[config.mk]
export PLATFORM = sky130hd
export DESIGN_NAME = fetch_stage
export DESIGN_NICKNAME = d
export VERILOG_FILES = /design/src/rtl/fetch_stage.sv
export SDC_FILE = /design/constraint.sdc
export NUM_CORES = 1
export LEC_CHECK = 0
export BUFFER_PORTS_ARGS = -buffer_cell sky130_fd_sc_hd__clkbuf_2
export CAP_MARGIN = 20
export CORE_UTILIZATION = 35
export DETAILED_ROUTE_END_ITERATION = 10
export GPL_TIMING_DRIVEN = 0
export PLACE_DENSITY = 0.59
export SYNTH_ARGS = -nofsm -noshare
export SYNTH_HDL_FRONTEND = slang
export SYNTH_SLANG_ARGS = --single-unit
[constraint.sdc]
create_clock -name clk -period 19.9 [get_ports clk]
set_input_delay 2.985 -clock clk [delete_from_list [all_inputs] [get_ports clk]]
set_output_delay 2.985 -clock clk [all_outputs]
set_load 0.05 [all_outputs]
[src/rtl/fetch_stage.sv]
// Instruction-fetch stage with IF/ID register: walks the PC, glues two-word
// (immediate-carrying) instructions together and honours redirects from decode/execute.
module fetch_stage #(
  parameter logic [31:0] RESET_PC   = 32'h0000_0000,
  parameter logic [31:0] INT_VECTOR = 32'h0000_0010
) (
  input  logic        clk,
  input  logic        rst,
  input  logic        fetch_pc_enable,
  input  logic [1:0]  pc_sel,
  input  logic        branch_taken,
  input  logic [31:0] branch_target,
  input  logic        pop_pc1,
  input  logic        pop_pc2,
  input  logic [15:0] stack_rdata,
  output logic [31:0] imem_addr,
  input  logic [15:0] imem_rdata,
  output logic        if_id_valid,
  output logic [4:0]  if_id_opcode,
  output logic [15:0] if_id_instr,
  output logic [15:0] if_id_imm,
  output logic [31:0] if_id_pc,
  output logic [31:0] if_id_pc_next,
  output logic        dbg_state
);

  typedef enum logic {
    S_FETCH     = 1'b0,
    S_FETCH_IMM = 1'b1
  } state_t;

  localparam logic [4:0] OP_LDM   = 5'b10001;
  localparam logic [4:0] OP_IMM_A = 5'b01101;
  localparam logic [4:0] OP_IMM_B = 5'b01110;

  state_t      state_q, state_d;
  logic [31:0] pc_q, pc_d;
  logic [15:0] hold_word_q, hold_word_d;
  logic [31:0] hold_pc_q, hold_pc_d;
  logic [15:0] popped_hi_q, popped_hi_d;
  logic [15:0] popped_lo_q, popped_lo_d;

  // IF/ID entry: if_id_valid=1 means the fields carry a real instruction;
  // there is no back-pressure other than fetch_pc_enable, which holds the entry.
  logic        valid_q, valid_d;
  logic [15:0] instr_q, instr_d;
  logic [15:0] imm_q, imm_d;
  logic [31:0] epc_q, epc_d;
  logic [31:0] epc_next_q, epc_next_d;

  logic        redirect;
  logic [31:0] redirect_pc;
  logic        word_is_two;
  logic [31:0] pc_plus1;

  assign pc_plus1    = pc_q + 32'd1;
  assign word_is_two = (imem_rdata[15:11] == OP_LDM) ||
                       (imem_rdata[15:11] == OP_IMM_A) ||
                       (imem_rdata[15:11] == OP_IMM_B);
  assign redirect    = branch_taken || (pc_sel != 2'b00);

  // Execute-stage branch wins over any control-unit PC source.
  always_comb begin
    redirect_pc = branch_target;
    if (!branch_taken) begin
      case (pc_sel)
        2'b01:   redirect_pc = branch_target;
        2'b10:   redirect_pc = {popped_hi_q, popped_lo_q};
        2'b11:   redirect_pc = INT_VECTOR;
        default: redirect_pc = pc_plus1;
      endcase
    end
  end

  always_comb begin
    state_d     = state_q;
    pc_d        = pc_q;
    hold_word_d = hold_word_q;
    hold_pc_d   = hold_pc_q;
    valid_d     = valid_q;
    instr_d     = instr_q;
    imm_d       = imm_q;
    epc_d       = epc_q;
    epc_next_d  = epc_next_q;

    if (redirect) begin
      // Any half-fetched two-word instruction is abandoned.
      pc_d       = redirect_pc;
      state_d    = S_FETCH;
      valid_d    = 1'b0;
      instr_d    = 16'h0000;
      imm_d      = 16'h0000;
      epc_d      = 32'h0;
      epc_next_d = 32'h0;
    end else if (fetch_pc_enable) begin
      pc_d = pc_plus1;
      case (state_q)
        S_FETCH: begin
          if (word_is_two) begin
            hold_word_d = imem_rdata;
            hold_pc_d   = pc_q;
            state_d     = S_FETCH_IMM;
            valid_d     = 1'b0;
            instr_d     = 16'h0000;
            imm_d       = 16'h0000;
            epc_d       = 32'h0;
            epc_next_d  = 32'h0;
          end else begin
            valid_d    = 1'b1;
            instr_d    = imem_rdata;
            imm_d      = 16'h0000;
            epc_d      = pc_q;
            epc_next_d = pc_plus1;
          end
        end
        S_FETCH_IMM: begin
          state_d    = S_FETCH;
          valid_d    = 1'b1;
          instr_d    = hold_word_q;
          imm_d      = imem_rdata;
          epc_d      = hold_pc_q;
          epc_next_d = hold_pc_q + 32'd2;
        end
        default: state_d = S_FETCH;
      endcase
    end
  end

  // Return-address halves load regardless of freeze or redirect.
  always_comb begin
    popped_hi_d = popped_hi_q;
    popped_lo_d = popped_lo_q;
    if (pop_pc2) popped_hi_d = stack_rdata;
    if (pop_pc1) popped_lo_d = stack_rdata;
  end

  always_ff @(posedge clk or posedge rst) begin
    if (rst) begin
      state_q     <= S_FETCH;
      pc_q        <= RESET_PC;
      hold_word_q <= 16'h0000;
      hold_pc_q   <= 32'h0;
      popped_hi_q <= 16'h0000;
      popped_lo_q <= 16'h0000;
      valid_q     <= 1'b0;
      instr_q     <= 16'h0000;
      imm_q       <= 16'h0000;
      epc_q       <= 32'h0;
      epc_next_q  <= 32'h0;
    end else begin
      state_q     <= state_d;
      pc_q        <= pc_d;
      hold_word_q <= hold_word_d;
      hold_pc_q   <= hold_pc_d;
      popped_hi_q <= popped_hi_d;
      popped_lo_q <= popped_lo_d;
      valid_q     <= valid_d;
      instr_q     <= instr_d;
      imm_q       <= imm_d;
      epc_q       <= epc_d;
      epc_next_q  <= epc_next_d;
    end
  end

  assign imem_addr     = pc_q;
  assign if_id_valid   = valid_q;
  assign if_id_instr   = instr_q;
  assign if_id_opcode  = instr_q[15:11];
  assign if_id_imm     = imm_q;
  assign if_id_pc      = epc_q;
  assign if_id_pc_next = epc_next_q;
  assign dbg_state     = state_q;

endmodule

Word level (Yosys, flattened, before mapping)
Cells that the tools add are included.

cells by class
  $add $sub $neg = 2
  equality and inequality tests = 6
  multiplexer cells = 27
  bitwise gates (word level) = 2
  reduce and logical (&&, ||, !) cells = 6

operator list
  cell                                                  count
  2-to-1 mux 32 bit                                     9
  one-hot mux 32 bit (2 select lines)                   2
  one-hot mux 32 bit (3 select lines)                   1
  2-to-1 mux 16 bit                                     5
  one-hot mux 16 bit (2 select lines)                   2
  adder 32 x 1 -> 32 bit (second input constant)        1
  adder 32 x 2 -> 32 bit (second input constant)        1
  equality test 5 x 4 -> 1 bit (second input constant)  2
  2-to-1 mux 1 bit                                      6
  equality test 5 bit (second input constant)           1
  equality test 2 bit (second input constant)           2
  one-hot mux 1 bit (2 select lines)                    2
  AND reduction 4 bit                                   1
  nonzero test 2 bit                                    2
  logical OR 1 bit                                      3
  equality test 2 x 1 -> 1 bit (second input constant)  1
  NOT 1 bit                                             2

storage, ports and cells
  bits in registers = 210
  bits of input ports = 72
  output and inout bits = 135
  logic and storage cells = 54

Longest topological paths before layout
  depth in word-level cells = 7
  depth in mapped cells = 8

Least setup slack after synthesis
OpenSTA, ideal clock, no wires.

  kind = input port to flip-flop
  start = input port branch_taken
  end = register epc_next_q[26] (netlist: if_id_pc_next[26])
  library setup time = 0.087 ns
  arrival = 4.573 ns
  path slack = 15.240 ns
  stages on the path = 8
  cells stage by stage = clkbuf_1 -> or3_1 -> clkbuf_1 -> nor2_1 -> clkbuf_1 -> buf_1 -> nand2_1 -> o211ai_1

on the way
  word-level cells in the longest chain between the ends = 2
  elaborated cells between the ends (all ways) = 3
  those cells by class = mux: 1; reduce/logical: 2

ends and longest elaborated chain
  what                                                            RTL line  text
  start: declaration                                              11        input logic branch_taken,
  logical OR 1 bit (*)                                            60        assign redirect = branch_taken || (pc_sel != 2'b00);
  2-to-1 mux 32 bit / nonzero test 2 bit (equally long branches)  -
  end signal: assignment                                          161       epc_next_q <= epc_next_d;
  end: declaration                                                49        logic [31:0] epc_next_q, epc_next_d;

Every way passes the cells marked *; elsewhere a longest branch is shown, timed or not.
A chain may end at the register's enable or synchronous reset.

Final worst setup path
  start = input port branch_taken
  end = register epc_next_q[18] (netlist: if_id_pc_next[18])

Same word-level chain as after synthesis.

==> metrics.txt <==
Post-Synth Adder-Cell Area 0.00238; total CTS buffers 25; Syn Inst Count 1014; Layout Nets 1321; Compound-Gate Fraction of Synth Area 0.141; status finished, final reports clean; PwrDens 86.3 nW/um^2; Final setup viols 0; Setup crit start kind input port; clock buffer depth 3; final-report max-slew violation count 0; antenna violations before repair 0; Yosys cell types 55; top layer used by detailed routing met4; Die X 175 um; mux cell area share after synthesis 0.113; Hold WS 0.478 ns; Synth Area in Simple Gates 0.140; Leak 5.71 nW; largest net degree at the start of global routing 118; Root Driver clkbuf_16; area share of xor/xnor cells in the synthesized design 0.0616; clk slew on worst S/H paths 0.06 ns; met3 routed WL 2100 um; GRT Residual Overflow 0; Syn Nets 1088; worst hold path class reg2reg; critical path's slowest cell clkbuf_1; Worst Setup End Kind flop; Post-synth EDFFs 0; CP max stage delay 0.57 ns; Final Skew 0.0117 ns; met2 wire length 15300 um; fillers 2964; Ys Warns 0; CP delay by family, top buffers and inverters; Synth Cell Area 10500 um^2; die area 30800 um^2; share of cells above drive strength 1 0.278; P&R area growth vs syn 22.6%; wire length on met1 15400 um; WP buf/inv 4; vias in the first global route 8581; Async SR Flop Fraction 1.00; Max-Cap Viols 0; most frequent cell on the critical path clkbuf_1; largest family of logic cells by synthesized area compound AO/OA/AOI/OAI gates; Skew-Pair Late Insertion Delay 0.53 ns; RePlAce Congestion 0.921; final WL 33800 um; IO Count 207; WS Path Type in2reg; RSZ-0062 raised after global routing false; worst slew pin tran 0.903 ns; Final period util 0.263; via count 8907; DRT Pass-1 Iters 5; Row Count 63; Crit Path Max Fanout 10; TritonCTS clock tree built; Worst slew margin 0.398; Avg WL per Cell 20.5 um; post-CTS sizing 0; Final Util 0.435; global-route usage over all layers 0.219; Critical Path RT 20.34 ns; first-pass GRT wire length 51900 um; post-route cell area 12900 um^2; cts-stage hold buffer count 0; Total Power 1.11 mW; Core Footprint 29600 um^2; Inserted Diodes 0; clock sinks 210; Setup Fix Bufs, Post-CTS 0; Hold Vio Cnt, Final 0; Die Y 175 um; Placement Setup Slack 14.16 ns; Worst Path Arrival 5.66 ns; DRT iter0 DRCs 593; post-synthesis sequential area ratio 0.500; # DRC 0; Initial Utilization 0.355; fmax 0.191 GHz; Final Worst Setup Slack 14.67 ns; Worst VDD drop 0.0613 mV; Placed Instance Area 12100 um^2; syn avg cell area 10.4 um^2; Max H-tree Level 1; #FFs+latches synth 210; final antenna-violating net count 0; setup_tns 0 ns; cell-by-cell trace of the critical path clkbuf_1 -> or3_1 -> clkbuf_1 -> nor2_1 -> clkbuf_1 -> clkbuf_1 -> nand2_1 -> o211ai_1; Most used DFF post-synth dfrtp_1; Port Buf Inserts 203; Vias per Instance 5.39; placed cell count 1609; HPWL after DPL 25300 um; Min Clock Period, post-route 5.23 ns; Finished Layout Cells 1653
==> layout by cell type (no fill, tap or decap), drive strengths merged, types with 26 or more instances in the layout <==
| cell | instances |
|---|---|
| a22oi | 32 |
| buf | 26 |
| clkbuf | 308 |
| dfrtp | 210 |
| mux2 | 77 |
| mux2i | 32 |
| nand2 | 94 |
| nand3 | 27 |
| nand4 | 32 |
| nor2 | 44 |
| nor3 | 36 |
| o21ai | 82 |
| xnor2 | 42 |
| xor2 | 32 |
==> synth_stat cells (3+ instances only) <==
cell type | instances | area (um^2)
a21oi_1 | 18 | 90.1
o211ai_1 | 8 | 60.1
xnor2_1 | 42 | 368
mux2i_1 | 32 | 320
a22o_1 | 21 | 184
xor2_1 | 32 | 280
and3_1 | 7 | 43.8
nand3_1 | 26 | 130
clkbuf_1 | 71 | 267
buf_4 | 7 | 52.6
a221o_1 | 3 | 30.0
nor4_1 | 14 | 87.6
nand4_1 | 31 | 194
and2_1 | 7 | 43.8
nand2_1 | 93 | 349
a22oi_1 | 32 | 240
dfrtp_1 | 210 | 5260
a221oi_1 | 21 | 184
buf_1 | 6 | 22.5
o31a_1 | 4 | 35.0
inv_1 | 12 | 45.0
buf_2 | 11 | 55.1
a32o_1 | 5 | 50.1
mux2_2 | 77 | 867
nor2_1 | 44 | 165
and4_1 | 11 | 96.3
o31ai_1 | 4 | 30.0
o221ai_1 | 6 | 52.6
a31o_2 | 3 | 26.3
or4_1 | 5 | 37.5
nor3_1 | 36 | 180
o21ai_0 | 82 | 410
or3_1 | 5 | 31.3
==> power by group <==
part | total (mW) | internal, mW | switching, mW
Clock | 0.466 | 0.283 | 0.183
Combinational | 0.162 | 0.0542 | 0.108
Sequential | 0.484 | 0.455 | 0.0294
==> worst paths after layout <==
path                                    from                end  slack (ns)  depth (start not counted)
min in group asynchronous                rst       if_id_imm[1]        2.60                          2
worst min-delay path            if_id_pc[20]       if_id_pc[20]        0.48                          2
max in group asynchronous                rst     popped_hi_q[6]       16.26                          3
worst max-delay path            branch_taken  if_id_pc_next[18]       14.67                          8
worst min register to register  if_id_pc[20]       if_id_pc[20]        0.48                          2
worst max register to register     dbg_state       hold_pc_q[8]       17.20                          6
==> kinds of logic after synthesis <==
kind of cell | count (synthesis)
xor gates and xnor gates | 74
AOI/OAI and AO/OA | 218
adders and majority gates | 2
and+or+nand+nor | 293
DFF | 210
muxes | 109
buffers and inverters | 108
==> flip-flops by register name, summed over array words and instances (netlist names) <==
| register | count |
|---|---|
| if_id_instr | 16 |
| dbg_state | 1 |
| if_id_pc | 32 |
| if_id_valid | 1 |
| imem_addr | 32 |
| if_id_imm | 16 |
| hold_word_q | 16 |
| popped_lo_q | 16 |
| if_id_pc_next | 32 |
| popped_hi_q | 16 |
| hold_pc_q | 32 |
==> worst min-delay path: cells and delay by family, from the launching register on <==
family             cells  cell delay (ns)
AOI/OAI and AO/OA      1             0.06
DFF                    1             0.34
and+or+nand+nor        1             0.04
==> area by class of cell <==
type | instances | area, um^2 | share of cell area
clock buffers | 33 | 696 | 0.0539
inverters | 13 | 56.3 | 0.00437
multi-input cells | 696 | 4820 | 0.374
flip-flops and latches | 210 | 5260 | 0.407
plain buffers | 95 | 397 | 0.0308
well taps | 390 | 488 | 0.0378
clock inverters | 10 | 131 | 0.0102
repair buffers | 206 | 1060 | 0.0819
==> layer usage <==
metal  vias to the layer above  global-route usage
li1                       4164                   -
met1                      4371               0.308
met2                       322               0.342
met3                        50              0.0396
met4                         0              0.0656
met5                         -                   0
Power figures use the tool's default switching activity.
